<file path="src/rtl/mp_add_seq_if.sv">
// Request/response handshake and external 16-bit adder slice bus for mp_add_seq.
interface mp_add_seq_if #(
    parameter int WORDS = 4
);
    localparam int W = 16 * WORDS;

    logic         in_valid;
    logic         in_ready;
    logic         in_op;
    logic [W-1:0] in_a;
    logic [W-1:0] in_b;
    logic         in_cin;
    logic [15:0]  add_a;
    logic [15:0]  add_b;
    logic         add_cin;
    logic [15:0]  add_sum;
    logic         add_cout;
    logic         out_valid;
    logic         out_ready;
    logic [W-1:0] out_sum;
    logic         out_cout;
    logic         out_ovf;
    logic         out_zero;

    modport slave (
        input  in_valid, in_op, in_a, in_b, in_cin, add_sum, add_cout, out_ready,
        output in_ready, add_a, add_b, add_cin, out_valid, out_sum, out_cout, out_ovf, out_zero
    );

    modport master (
        output in_valid, in_op, in_a, in_b, in_cin, add_sum, add_cout, out_ready,
        input  in_ready, add_a, add_b, add_cin, out_valid, out_sum, out_cout, out_ovf, out_zero
    );
endinterface

</file>
<file path="src/rtl/mp_add_seq.sv">
// Multi-precision add/subtract, one 16-bit slice per cycle through an external adder.
module mp_add_seq #(
    parameter int WORDS = 4
) (
    input  logic        clk,
    input  logic        rst_n,
    mp_add_seq_if.slave bus
);
    localparam int W  = 16 * WORDS;
    localparam int CW = $clog2(WORDS);

    typedef enum logic [1:0] {IDLE, RUN, DONE} state_t;

    state_t        state;
    logic [W-1:0]  a_q;
    logic [W-1:0]  b_q;
    logic [W-17:0] res_q;
    logic [W-1:0]  sum_q;
    logic [CW-1:0] cnt_q;
    logic          carry_q;
    logic          a_msb_q;
    logic          b_msb_q;
    logic          in_ready_q;
    logic          out_valid_q;
    logic          cout_q;
    logic          ovf_q;
    logic          zero_q;
    logic          run;
    logic [W-1:0]  res_next;

    assign run = (state == RUN);

    // Operands shift down one slice per cycle, so the active slice is always bits [15:0].
    assign bus.add_a   = run ? a_q[15:0] : '0;
    assign bus.add_b   = run ? b_q[15:0] : '0;
    assign bus.add_cin = run ? carry_q   : 1'b0;

    // Result fills from the top; after the last slice the full word is aligned.
    assign res_next = {bus.add_sum, res_q};

    assign bus.in_ready  = in_ready_q;
    assign bus.out_valid = out_valid_q;
    assign bus.out_sum   = sum_q;
    assign bus.out_cout  = cout_q;
    assign bus.out_ovf   = ovf_q;
    assign bus.out_zero  = zero_q;

    always_ff @(posedge clk or negedge rst_n) begin
        if (!rst_n) begin
            state       <= IDLE;
            a_q         <= '0;
            b_q         <= '0;
            res_q       <= '0;
            sum_q       <= '0;
            cnt_q       <= '0;
            carry_q     <= 1'b0;
            a_msb_q     <= 1'b0;
            b_msb_q     <= 1'b0;
            in_ready_q  <= 1'b1;
            out_valid_q <= 1'b0;
            cout_q      <= 1'b0;
            ovf_q       <= 1'b0;
            zero_q      <= 1'b0;
        end else begin
            case (state)
                IDLE: begin
                    if (bus.in_valid) begin
                        a_q        <= bus.in_a;
                        b_q        <= bus.in_op ? ~bus.in_b : bus.in_b;
                        carry_q    <= bus.in_op | bus.in_cin;
                        a_msb_q    <= bus.in_a[W-1];
                        b_msb_q    <= bus.in_op ? ~bus.in_b[W-1] : bus.in_b[W-1];
                        res_q      <= '0;
                        cnt_q      <= '0;
                        in_ready_q <= 1'b0;
                        state      <= RUN;
                    end
                end
                RUN: begin
                    a_q     <= {16'h0000, a_q[W-1:16]};
                    b_q     <= {16'h0000, b_q[W-1:16]};
                    res_q   <= res_next[W-1:16];
                    carry_q <= bus.add_cout;
                    cnt_q   <= cnt_q + 1'b1;
                    if (cnt_q == CW'(WORDS - 1)) begin
                        sum_q       <= res_next;
                        cout_q      <= bus.add_cout;
                        ovf_q       <= (a_msb_q == b_msb_q) && (bus.add_sum[15] != a_msb_q);
                        zero_q      <= ~|res_next;
                        out_valid_q <= 1'b1;
                        state       <= DONE;
                    end
                end
                DONE: begin
                    if (bus.out_ready) begin
                        out_valid_q <= 1'b0;
                        in_ready_q  <= 1'b1;
                        state       <= IDLE;
                    end
                end
                default: state <= IDLE;
            endcase
        end
    end
endmodule

</file>
<file path="src/flat_wrapper.sv">
// flat-port wrapper written by rule: the top's interface ports become plain ports
module mp_add_seq_flat 
#(
    parameter int WORDS = 4
)
  (clk, rst_n, bus_in_valid, bus_in_op, bus_in_a, bus_in_b, bus_in_cin, bus_add_sum, bus_add_cout, bus_out_ready, bus_in_ready, bus_add_a, bus_add_b, bus_add_cin, bus_out_valid, bus_out_sum, bus_out_cout, bus_out_ovf, bus_out_zero);
  mp_add_seq_if #(.WORDS(WORDS)) bus_i ();
  input  logic clk;
  input  logic rst_n;
  input wire logic [$bits(bus_i.in_valid)-1:0] bus_in_valid;
  input wire logic [$bits(bus_i.in_op)-1:0] bus_in_op;
  input wire logic [$bits(bus_i.in_a)-1:0] bus_in_a;
  input wire logic [$bits(bus_i.in_b)-1:0] bus_in_b;
  input wire logic [$bits(bus_i.in_cin)-1:0] bus_in_cin;
  input wire logic [$bits(bus_i.add_sum)-1:0] bus_add_sum;
  input wire logic [$bits(bus_i.add_cout)-1:0] bus_add_cout;
  input wire logic [$bits(bus_i.out_ready)-1:0] bus_out_ready;
  output wire logic [$bits(bus_i.in_ready)-1:0] bus_in_ready;
  output wire logic [$bits(bus_i.add_a)-1:0] bus_add_a;
  output wire logic [$bits(bus_i.add_b)-1:0] bus_add_b;
  output wire logic [$bits(bus_i.add_cin)-1:0] bus_add_cin;
  output wire logic [$bits(bus_i.out_valid)-1:0] bus_out_valid;
  output wire logic [$bits(bus_i.out_sum)-1:0] bus_out_sum;
  output wire logic [$bits(bus_i.out_cout)-1:0] bus_out_cout;
  output wire logic [$bits(bus_i.out_ovf)-1:0] bus_out_ovf;
  output wire logic [$bits(bus_i.out_zero)-1:0] bus_out_zero;
  assign bus_i.in_valid = bus_in_valid;
  assign bus_i.in_op = bus_in_op;
  assign bus_i.in_a = bus_in_a;
  assign bus_i.in_b = bus_in_b;
  assign bus_i.in_cin = bus_in_cin;
  assign bus_i.add_sum = bus_add_sum;
  assign bus_i.add_cout = bus_add_cout;
  assign bus_i.out_ready = bus_out_ready;
  assign bus_in_ready = bus_i.in_ready;
  assign bus_add_a = bus_i.add_a;
  assign bus_add_b = bus_i.add_b;
  assign bus_add_cin = bus_i.add_cin;
  assign bus_out_valid = bus_i.out_valid;
  assign bus_out_sum = bus_i.out_sum;
  assign bus_out_cout = bus_i.out_cout;
  assign bus_out_ovf = bus_i.out_ovf;
  assign bus_out_zero = bus_i.out_zero;
  mp_add_seq #(.WORDS(WORDS)) u_core (.clk(clk), .rst_n(rst_n), .bus(bus_i));
endmodule
</file>
<file path="config.mk">
export PLATFORM = sky130hd
export DESIGN_NAME = mp_add_seq_flat
export DESIGN_NICKNAME = d
export VERILOG_FILES = /design/src/rtl/mp_add_seq_if.sv /design/src/rtl/mp_add_seq.sv /design/src/flat_wrapper.sv
export SDC_FILE = /design/constraint.sdc
export NUM_CORES = 1
export LEC_CHECK = 0
export ABC_CLOCK_PERIOD_IN_PS = 4150
export BUFFER_PORTS_ARGS = -buffer_cell sky130_fd_sc_hd__buf_2
export CORE_MARGIN = 3
export CORE_UTILIZATION = 45
export CTS_BUF_LIST = sky130_fd_sc_hd__clkbuf_4
export DETAILED_ROUTE_END_ITERATION = 16
export HOLD_SLACK_MARGIN = 0.03
export PLACE_DENSITY = 0.79
export RECOVER_POWER = 50
export SETUP_SLACK_MARGIN = 0.05
export SLEW_MARGIN = 20
export SYNTH_ARGS = -nofsm -noshare
export SYNTH_HDL_FRONTEND = slang
export SYNTH_SLANG_ARGS = --single-unit
</file>
<file path="constraint.sdc">
create_clock -name clk -period 4.15 [get_ports clk]
set_input_delay 0.83 -clock clk [delete_from_list [all_inputs] [get_ports clk]]
set_output_delay 0.83 -clock clk [all_outputs]
set_load 0.005 [all_outputs]
</file>
==> results.toml <==
[layout]
multi_input_area_sq_mm = 0.004300
nets = 1477
drive_gt1_share_pct = 27.59
regArea_sq_mm = 0.006307
final_area_sq_mm = 0.01330
area_growth_pct = 20.72
nFillCells = 2058

[timing]
slew_headroom_pct = -96.20
finalHoldViolCount = 0
skew_ps = 47.92
setup_tns_ps = 0
min_period_ps = 3097
timing.hold.ws_ps = 393.6
fmax_mhz = 322.9
period_share_pct = 74.63
slew_violations = 240
worst_slack_ps = 1053
worst_pin_slew_ps = 2943
rsz0062_at_grt = "false"
setup_viol = 0

[worst_setup_path]
critPathRequiredTime_ps = 4830
cp.depth = 2
critPathLaunch = "rst_n"
critPathMaxFanout = 114
r2r_cells = 4
rr_endpoint = "u_core.bus.out_sum[6]"
critPathTopFamily = "buffers and inverters"
worst_ep_arrival_time_ps = 3780
crit_path_frequent_cell = "clkbuf_2"
timing.rr.start = "u_core.cnt_q[0]"
crit_end = "u_core.b_q[31]"
crit_chain = "clkbuf_2 > clkbuf_2"
worstSetupPathType = "input pin to asynchronous set/reset pin"
cp_slowest_stage_delay_ps = 1980
setup.worst_path.end_class = "asynchronous set/reset pin"
worst_path_max_delay_cell = "clkbuf_2"
r2r_slack_ps = 1380
cp_num_buf_inv = 2
worstSetupStartpointType = "input pin"

[status]
outcome = "finished with violations"
violations = "max-capacitance violations, max-slew violations"

[grt]
first_global_vias = 8793
grt_pass1_wl_um = 45440
grt_overflow = 0
grt_max_degree = 115
antenna_found_initial = 6
gr-usage-all-layers_pct = 21.33

[clock_tree]
h-tree-depth = 3
cts-root-buf = "clkbuf_4"
cts_tree = "yes"
clk_latency_ps = 660
hold_buffers = 0
cts_buffer_depth = 3
postCtsSetupBuffers = 0
cts_resized = 0
numCtsBuffers = 68
cts.sinks = 252
clk_pin_slew_ps = 60

[floorplan]
row_count = 56
die_h_um = 162.4
start_util_pct = 46.37
boundaryPins = 253
die_x_um = 162.4
core-area_sq_mm = 0.02375
die_area_sq_mm = 0.02639

[placed_design]
io_buffers = 252
gp_congestion = 0.8432
placed_area_sq_mm = 0.01245
dp_hpwl_um = 19190
dp_slack_ps = 1588

[detailed_routing]
ant_nets = 0
vias = 8914
vias_per_cell = 5.268
wl_um = 28310
drc = 0
wl_per_cell_um = 16.73
firstDrtPassIters = 5
drt_iter0_drc = 772

[logic_synthesis]
synth_cells = 1071
syn_nets = 1223
netlist_area_sq_mm = 0.01101
yosysWarningCount = 0
synth.yosys.seq_area_share_pct = 57.27
ys_seq_elements = 252
avgSynthCellArea_sq_um = 10.28
synth.distinct_cells = 31

[job]
max-cap-violations = 3

[power_and_ir_drop]
p_total_mw = 10.46
pwr_density_cell_mw_per_mm2 = 786.5
peakVddDrop_mv = 0.5753
leakagePower_nw = 6.425

[worst_hold_path]
min_path_type = "input pin to flop"
min_path_cells = 3
-- registers in the layout, summed over array words and instances (netlist names) --
signal	cells
u_core.a_q	64
u_core.carry_q	1
u_core.bus.out_valid	1
u_core.a_msb_q	1
u_core.bus.out_sum	64
u_core.bus.out_ovf	1
u_core.bus.out_cout	1
u_core.b_q	64
u_core.bus.in_ready	1
u_core.cnt_q	2
u_core.state	2
u_core.res_q	48
u_core.bus.out_zero	1
u_core.b_msb_q	1
-- layer usage --
layer | share of wire (%) | routed length (um) | GRT usage, % | vias to the layer above
met5 | 0.14 | 41 | 0 | -
met4 | 2.2 | 611 | 8.492 | 6
met3 | 7.8 | 2207 | 5.239 | 45
met2 | 47 | 13430 | 33.43 | 356
met1 | 42 | 12020 | 28.71 | 4301
li1 | - | - | - | 4206
-- worst reg2reg max path: stages (launching register included) --
cell,delay [ps]
dfrtp_1,400
ha_1,250
nand2_1,1150
buf_4,480
mux2_1,370
-- power by group --
group / total, mW / switching, mW / internal, mW
Combinational: 3.83 / 2.17 / 1.66
Sequential: 4.41 / 0.786 / 3.62
Clock: 2.22 / 0.979 / 1.24
Total: 10.5 / 3.94 / 6.52
-- worst min-delay path by stage --
stage,startpoint,endpoint
2_1_floorplan,u_core.a_q[63],u_core.a_q[63]
4_1_cts,rst_n,u_core.bus.out_sum[27]
3_3_place_gp,u_core.bus.out_ovf,u_core.bus.out_ovf
5_1_grt,bus_in_a[60],u_core.a_q[60]
3_5_place_dp,u_core.bus.out_ovf,u_core.bus.out_ovf
6_report,bus_in_a[53],u_core.a_q[53]
-- synth_stat cells, drive strengths merged --
library cell	instances	area share [%]
a211oi	2	0.14
a21oi	4	0.18
a221o	48	4.4
a31oi	48	2.7
a32o	1	0.091
and2	33	1.9
buf	61	3.0
clkbuf	22	0.75
dfrtp	251	57
dfstp	1	0.24
ha	1	0.11
inv	2	0.068
mux2	65	6.6
nand2	241	8.2
nand2b	2	0.11
nand3	15	0.68
nand4	3	0.17
nor2	103	3.5
nor2b	1	0.057
nor3b	1	0.068
nor4	16	0.91
o21ai	84	3.8
or2	1	0.057
or4	1	0.068
xnor2	63	5.0
xor2	1	0.080
-- metrics by stage --
step | cells | util (%)
floorplan | 1071 | -
global placement | 1573 | 52.34
detailed placement | 1574 | 52.43
CTS | 1689 | 56.08
global route | 1692 | 55.97
finish | 1692 | 55.97
-- layout by cell type, fill, tap and decap left out, types with 10 or more instances in the layout --
cell      Yosys  routed
buf_2        48     250
dfrtp_1     251     251
nor4_1       16      16
a221o_1      48      48
and2_1       33      33
nand2_1     240     241
buf_4         9      10
mux2_1       65      65
xnor2_1      63      63
nor2_1      103     102
o21ai_0      77      82
clkbuf_4      0     102
nand3_1      15      15
a31oi_1      48      48
-- cells by family after synthesis --
family                   count (synthesis)  synth area share, %
AO/OA/AOI/OAI                          187                11.32
multiplexers                            65                6.646
AND/OR/NAND/NOR                        417                15.75
XOR/XNOR                                64                5.090
adder cells (fa/ha/maj)                  1               0.1136
buffers and inverters                   85                3.817
flip-flops                             252                57.27
-- layout make-up --
cell class	count	share of cell area, %
diodes	3	0.05647
clock buffers	102	5.759
clock inverters	13	0.7623
inverters	2	0.05647
multi-input cells	734	32.35
flip-flops and latches	252	47.44
well taps	319	3.002
repair buffers	267	10.58
No activity file was read; power rests on OpenSTA's default activity.
